**config.mk**
```make
export PLATFORM = sky130hd
export DESIGN_NAME = nand_init_sequencer_flat
export DESIGN_NICKNAME = d
export VERILOG_FILES = /design/src/rtl/nand_init_sequencer_if.sv /design/src/rtl/nand_init_sequencer.sv /design/src/flat_wrapper.sv
export SDC_FILE = /design/constraint.sdc
export NUM_CORES = 1
export LEC_CHECK = 0
export CAP_MARGIN = 40
export CORE_MARGIN = 2
export CORE_UTILIZATION = 45
export CTS_CLUSTER_DIAMETER = 100
export CTS_CLUSTER_SIZE = 14
export DETAILED_ROUTE_END_ITERATION = 16
export PLACE_DENSITY_LB_ADDON = 0.3
export SYNTH_ARGS = -nofsm -noshare
export SYNTH_HDL_FRONTEND = slang
export SYNTH_SLANG_ARGS = --single-unit
```
**constraint.sdc**
```tcl
create_clock -name clk0 -period 3.1 [get_ports clk0]
set_input_delay 0.31 -clock clk0 [delete_from_list [all_inputs] [get_ports clk0]]
set_output_delay 0.31 -clock clk0 [all_outputs]
set_load 0.05 [all_outputs]
```
**src/rtl/nand_init_sequencer_if.sv**
```systemverilog
// Command handshake between the NAND init sequencer (master) and the NAND PHY (slave).
interface nand_init_sequencer_if #(
  parameter int NUM_CE = 4
);
  logic              cmd_valid;
  logic              cmd_ready;
  logic [7:0]        cmd_opcode;
  logic [NUM_CE-1:0] cmd_ce;

  modport master (output cmd_valid, output cmd_opcode, output cmd_ce, input cmd_ready);
  modport slave  (input cmd_valid, input cmd_opcode, input cmd_ce, output cmd_ready);
endinterface

```
**src/rtl/nand_init_sequencer.sv**
```systemverilog
// Power-up sequencer: waits for IDELAY ready and tPOR, then issues RESET to each
// NAND chip enable in turn and waits for that target's R/B# to return ready.
module nand_init_sequencer #(
  parameter int         NUM_CE         = 4,
  parameter int         TPOR_CYCLES    = 10000,
  parameter int         TWB_CYCLES     = 10,
  parameter int         TIMEOUT_CYCLES = 100000,
  parameter logic [7:0] RST_OPCODE     = 8'hFF,
  localparam int        IDX_W          = (NUM_CE > 1) ? $clog2(NUM_CE) : 1
) (
  input  logic                  clk0,
  input  logic                  rst0,
  input  logic                  idelay_rdy,
  input  logic [NUM_CE-1:0]     rb_n,
  input  logic                  restart,
  nand_init_sequencer_if.master cmd,
  output logic                  busy,
  output logic                  init_done,
  output logic                  init_err,
  output logic [IDX_W-1:0]      err_ce
);

  localparam int MAX_A   = (TPOR_CYCLES > TWB_CYCLES) ? TPOR_CYCLES : TWB_CYCLES;
  localparam int MAX_CYC = (MAX_A > TIMEOUT_CYCLES) ? MAX_A : TIMEOUT_CYCLES;
  localparam int CNT_W   = $clog2(MAX_CYC + 1);
  localparam logic [NUM_CE-1:0] CE_ONE = NUM_CE'(1);

  typedef enum logic [2:0] {
    S_WAIT_RDY, S_WAIT_POR, S_ISSUE, S_WAIT_WB, S_WAIT_RB, S_DONE, S_ERROR
  } state_e;

  state_e            state_q, state_d;
  logic [CNT_W-1:0]  cnt_q, cnt_d;
  logic [IDX_W-1:0]  ce_idx_q, ce_idx_d;
  logic [IDX_W-1:0]  err_ce_q, err_ce_d;
  logic [1:0]        rdy_sync_q;
  logic [NUM_CE-1:0] rb_meta_q, rb_sync_q;
  logic              cmd_valid_q, busy_q, init_done_q, init_err_q;
  logic [7:0]        cmd_opcode_q;
  logic [NUM_CE-1:0] cmd_ce_q;
  logic              rb_sel;

  assign rb_sel = rb_sync_q[ce_idx_q];

  always_comb begin
    state_d  = state_q;
    cnt_d    = cnt_q;
    ce_idx_d = ce_idx_q;
    err_ce_d = err_ce_q;
    unique case (state_q)
      S_WAIT_RDY: begin
        if (rdy_sync_q[1]) begin
          state_d = S_WAIT_POR;
          cnt_d   = CNT_W'(TPOR_CYCLES);
        end
      end
      S_WAIT_POR: begin
        cnt_d = cnt_q - CNT_W'(1);
        if (cnt_q == CNT_W'(1)) begin
          state_d = S_ISSUE;
          cnt_d   = '0;
        end
      end
      // No timeout on cmd_ready: the PHY is trusted to eventually accept.
      S_ISSUE: begin
        if (cmd_ready_i_acc()) begin
          state_d = S_WAIT_WB;
          cnt_d   = CNT_W'(TWB_CYCLES);
        end
      end
      S_WAIT_WB: begin
        cnt_d = cnt_q - CNT_W'(1);
        if (cnt_q == CNT_W'(1)) begin
          state_d = S_WAIT_RB;
          cnt_d   = CNT_W'(TIMEOUT_CYCLES);
        end
      end
      // Ready is tested before the timeout so a last-cycle R/B# rise still succeeds.
      S_WAIT_RB: begin
        cnt_d = cnt_q - CNT_W'(1);
        if (rb_sel) begin
          cnt_d = '0;
          if (ce_idx_q == IDX_W'(NUM_CE - 1)) begin
            state_d = S_DONE;
          end else begin
            state_d  = S_ISSUE;
            ce_idx_d = ce_idx_q + IDX_W'(1);
          end
        end else if (cnt_q == CNT_W'(1)) begin
          state_d  = S_ERROR;
          cnt_d    = '0;
          err_ce_d = ce_idx_q;
        end
      end
      S_DONE, S_ERROR: begin
        if (restart) begin
          state_d  = S_WAIT_RDY;
          ce_idx_d = '0;
        end
      end
      default: begin
        state_d = S_WAIT_RDY;
        cnt_d   = '0;
      end
    endcase
  end

  function automatic logic cmd_ready_i_acc();
    return cmd_valid_q && cmd.cmd_ready;
  endfunction

  always_ff @(posedge clk0) begin
    if (rst0) begin
      state_q      <= S_WAIT_RDY;
      cnt_q        <= '0;
      ce_idx_q     <= '0;
      err_ce_q     <= '0;
      rdy_sync_q   <= '0;
      rb_meta_q    <= '0;
      rb_sync_q    <= '0;
      cmd_valid_q  <= 1'b0;
      cmd_opcode_q <= 8'h00;
      cmd_ce_q     <= '0;
      busy_q       <= 1'b1;
      init_done_q  <= 1'b0;
      init_err_q   <= 1'b0;
    end else begin
      state_q      <= state_d;
      cnt_q        <= cnt_d;
      ce_idx_q     <= ce_idx_d;
      err_ce_q     <= err_ce_d;
      rdy_sync_q   <= {rdy_sync_q[0], idelay_rdy};
      rb_meta_q    <= rb_n;
      rb_sync_q    <= rb_meta_q;
      // Outputs are registered from the next state so they line up with state_q.
      cmd_valid_q  <= (state_d == S_ISSUE);
      cmd_opcode_q <= (state_d == S_ISSUE) ? RST_OPCODE : 8'h00;
      cmd_ce_q     <= (state_d == S_ISSUE) ? (CE_ONE << ce_idx_d) : '0;
      busy_q       <= (state_d != S_DONE) && (state_d != S_ERROR);
      init_done_q  <= (state_d == S_DONE);
      init_err_q   <= (state_d == S_ERROR);
    end
  end

  assign cmd.cmd_valid  = cmd_valid_q;
  assign cmd.cmd_opcode = cmd_opcode_q;
  assign cmd.cmd_ce     = cmd_ce_q;
  assign busy           = busy_q;
  assign init_done      = init_done_q;
  assign init_err       = init_err_q;
  assign err_ce         = err_ce_q;

endmodule
```
**src/flat_wrapper.sv**
```systemverilog
// flat-port wrapper written by rule: the top's interface ports become plain ports
module nand_init_sequencer_flat 
#(
  parameter int         NUM_CE         = 4,
  parameter int         TPOR_CYCLES    = 10000,
  parameter int         TWB_CYCLES     = 10,
  parameter int         TIMEOUT_CYCLES = 100000,
  parameter logic [7:0] RST_OPCODE     = 8'hFF,
  localparam int        IDX_W          = (NUM_CE > 1) ? $clog2(NUM_CE) : 1
)
  (clk0, rst0, idelay_rdy, rb_n, restart, busy, init_done, init_err, err_ce, cmd_cmd_valid, cmd_cmd_opcode, cmd_cmd_ce, cmd_cmd_ready);
  nand_init_sequencer_if #(.NUM_CE(NUM_CE)) cmd_i ();
  input  logic clk0;
  input  logic rst0;
  input  logic idelay_rdy;
  input  logic [NUM_CE-1:0] rb_n;
  input  logic restart;
  output logic busy;
  output logic init_done;
  output logic init_err;
  output logic [IDX_W-1:0] err_ce;
  output wire logic [$bits(cmd_i.cmd_valid)-1:0] cmd_cmd_valid;
  output wire logic [$bits(cmd_i.cmd_opcode)-1:0] cmd_cmd_opcode;
  output wire logic [$bits(cmd_i.cmd_ce)-1:0] cmd_cmd_ce;
  input wire logic [$bits(cmd_i.cmd_ready)-1:0] cmd_cmd_ready;
  assign cmd_cmd_valid = cmd_i.cmd_valid;
  assign cmd_cmd_opcode = cmd_i.cmd_opcode;
  assign cmd_cmd_ce = cmd_i.cmd_ce;
  assign cmd_i.cmd_ready = cmd_cmd_ready;
  nand_init_sequencer #(.NUM_CE(NUM_CE), .TPOR_CYCLES(TPOR_CYCLES), .TWB_CYCLES(TWB_CYCLES), .TIMEOUT_CYCLES(TIMEOUT_CYCLES), .RST_OPCODE(RST_OPCODE)) u_core (.clk0(clk0), .rst0(rst0), .idelay_rdy(idelay_rdy), .rb_n(rb_n), .restart(restart), .cmd(cmd_i), .busy(busy), .init_done(init_done), .init_err(init_err), .err_ce(err_ce));
endmodule
```
==> flow_metrics.py <==
metrics = {
    "run_status": {
        "status": "finished, final reports clean",
    },
    "sta": {
        "hold_violation_count_in_the_final_report": 0,
        "max-slew-margin-rel_pct": 64.8,
        "timing.final.crit_period_ns": 2.63,
        "tightestPinTransition_ns": 0.527,
        "hold_slack_ns": 0.440,
        "finalClockSkew_ns": 0.00450,
        "finalSetupViolations": 0,
        "fin_crit_sh_pct": 84.9,
        "max_freq_ghz": 0.380,
        "maxSlewViolCount": 0,
        "rsz0062_at_grt": "no",
        "setup-tns-final_ns": 0,
    },
    "floorplanning": {
        "placementRows": 24,
        "initial_core_util_pct": 47.7,
        "io_pins": 27,
        "die_height_um": 72.6,
        "floorplan.die.width_um": 72.6,
        "coreArea_um2": 4440,
        "die-area_um2": 5280,
    },
    "worst_setup_path": {
        "cp_data_required_time_ns": 3.31,
        "critPathLaunchType": "flop",
        "crit_path_end_kind": "flop",
        "worst_ep_arrival_time_ns": 2.85,
        "rrSetupSlack_ns": 0.47,
        "cp_max_fo": 6,
        "timing.setup.critical_path_class": "reg -> reg",
    },
    "clocking": {
        "postCtsSetupBuffers": 0,
        "tritoncts": "done",
        "root_buffer": "sky130_fd_sc_hd__clkbuf_8",
        "cts.sinks": 42,
        "clk_pin_slew_ns": 0.08,
        "cts_buffer_depth": 2,
        "post_cts.resized_instances": 0,
        "clock_latency_ns": 0.29,
        "cts.htree.levels": 2,
        "number_of_hold_buffers_added_after_cts": 0,
        "cts-buffers-inserted": 5,
    },
    "routing": {
        "drt_iter0_markers": 124,
        "detail_route.wl_per_cell_um": 14.0,
        "drt_pre_antenna_iters": 4,
        "finalWirelength_um": 4420,
        "route.detailed.vias_per_inst": 5.66,
        "drcViolationCount": 0,
        "ant_nets": 0,
        "num_vias": 1790,
    },
    "synthesis": {
        "synth_fp_nets": 257,
        "yosysTopAreaCell": "sky130_fd_sc_hd__dfxtp_1",
        "yosys-top-cells-area": "sky130_fd_sc_hd__dfxtp_1 40%, sky130_fd_sc_hd__nor2_1 5.5%, sky130_fd_sc_hd__nand2_1 4.3%",
        "post_synthesis_async_set_or_reset_flop_share_pct": 0,
        "yosys.area.top_type_share_pct": 39.7,
        "netlist_area_before_placement_um2": 2120,
        "yosys_most_used_dff": "sky130_fd_sc_hd__dfxtp_1",
        "synth_seq_cells": 42,
        "syn-mean-instance-area_um2": 8.62,
        "synth_seq_area_share_pct": 39.7,
        "count_of_yosys_warnings_during_synthesis": 0,
        "synth_enable_flop_cells": 0,
        "netlist_instances": 246,
        "ys_types": 50,
    },
    "grt": {
        "global_route_wire_length_before_repair_um": 7730,
        "grt.total_usage_pct": 18.6,
        "first_global_vias": 1636,
        "grt_start_max_net_pins": 32,
        "antenna_found_initial": 0,
        "grt_overflow_total": 0,
    },
    "power_and_ir_drop": {
        "peakVddDrop_uv": 311,
        "post-layout-total-power_w": 0.00126,
        "cellLeakagePower_nw": 0.859,
        "power.density_cell_area_nw_per_um2": 517,
    },
    "placement": {
        "port-buffer-count": 26,
        "routability_congestion": 0.832,
        "dpl.hpwl_um": 3140,
    },
    "finish": {
        "final_nets": 274,
        "areaGrowthSynthToFinish_pct": 14.8,
        "insertedDiodeCount": 0,
        "drive_above_1_share_pct": 9.09,
        "final_common_cell": "sky130_fd_sc_hd__dfxtp_1",
        "final_cell_mix": "42 x sky130_fd_sc_hd__dfxtp_1, 31 x sky130_fd_sc_hd__nor2_1, 26 x sky130_fd_sc_hd__clkdlybuf4s50_1",
    },
    "job": {
        "max_cap_violations": 0,
    },
    "worst_hold_path": {
        "holdCritPathClass": "reg -> reg",
    },
}
-- critical path: stages (launching register included) --
cell and delay [ns]:
sky130_fd_sc_hd__dfxtp_1 0.35, sky130_fd_sc_hd__or4_4 0.59, sky130_fd_sc_hd__nor2_1 0.10, sky130_fd_sc_hd__and4_1 0.32
sky130_fd_sc_hd__mux2_2 0.41, sky130_fd_sc_hd__or4b_4 0.58, sky130_fd_sc_hd__nor3b_1 0.21
-- worst paths after layout --
| path | start | to | depth (start not counted) |
|---|---|---|---|
| setup / recovery | u_core.cnt_q[12]$_SDFFE_PP0P_ | u_core.cmd.cmd_ce[1]$_SDFF_PP0_ | 6 |
| hold / removal | u_core.rdy_sync_q[0]$_SDFF_PP0_ | u_core.rdy_sync_q[1]$_SDFF_PP0_ | 1 |
| setup reg to reg | u_core.cnt_q[12]$_SDFFE_PP0P_ | u_core.cmd.cmd_ce[1]$_SDFF_PP0_ | 6 |
| hold reg to reg | u_core.rdy_sync_q[0]$_SDFF_PP0_ | u_core.rdy_sync_q[1]$_SDFF_PP0_ | 1 |
-- routing by layer --
layer / part of all wire [%] / global-route usage, %
met1: 49 / 25.8
met2: 44 / 27.9
met5: 0 / 0
met3: 5.7 / 4.56
met4: 1.4 / 7.41
-- logic make-up after synthesis --
family | Yosys count | share of synthesized area, %
DFF | 42 | 39.7
muxes | 5 | 3.01
buffers and inverters | 26 | 8.03
xor gates and xnor gates | 3 | 1.24
adders and majority gates | 2 | 1.18
AOI/OAI and AO/OA | 60 | 18.9
and+or+nand+nor | 108 | 27.9
-- synth_stat cells, drive strengths merged, types with 2 or more instances --
| master | instances |
|---|---|
| a311oi | 4 |
| nor2b | 12 |
| or2 | 4 |
| a21oi | 14 |
| nor2 | 31 |
| clkbuf | 3 |
| nor4 | 4 |
| nor3b | 6 |
| nand2 | 24 |
| o21ai | 11 |
| a31oi | 7 |
| o31ai | 2 |
| nand3 | 6 |
| inv | 7 |
| nand2b | 3 |
| nand3b | 4 |
| a41oi | 2 |
| mux2i | 3 |
| dfxtp | 42 |
| ha | 2 |
| a22oi | 2 |
| buf | 16 |
| a221o | 2 |
| xor2 | 2 |
| a21o | 2 |
| nor3 | 5 |
| a221oi | 2 |
| o211ai | 4 |
| or3 | 3 |
-- state kept, by name (all words and copies together), names as in the netlist --
signal	count
u_core.cmd.cmd_ce	4
u_core.busy	1
u_core.rdy_sync_q	2
u_core.init_done	1
u_core.err_ce	2
u_core.rb_sync_q	4
u_core.cmd.cmd_opcode	1
u_core.init_err	1
u_core.rb_meta_q	4
u_core.state_q	3
u_core.ce_idx_q	2
u_core.cnt_q	17
-- area by class of cell --
cell class	instances	area (um2)
timing repair buffer	29	283
inverter	7	26.3
sequential	42	841
clock inverter	2	37.5
fill	434	2010
clock buffer	6	72.6
tap	52	65.1
multi-input combinational	178	1110
-- stage by stage --
stage / std cells / util, % / instance area, um2 / setup WS [ns]
2_1_floorplan: 246 / - / 2120 / 0.647
3_3_place_gp: 308 / 52.3 / 2320 / 0.548
3_5_place_dp: 308 / 52.3 / 2320 / 0.500
4_1_cts: 316 / 54.8 / 2430 / 0.472
5_1_grt: 316 / 54.8 / 2430 / 0.358
6_report: 316 / 54.8 / 2430 / 0.468
-- power by group --
group / switching, W / total, W / internal (W)
clock: 0.000187 / 0.000428 / 0.000240
combinational: 0.000139 / 0.000240 / 0.000101
sequential: 0.0000268 / 0.000590 / 0.000563
No activity file was read; power rests on OpenSTA's default activity.
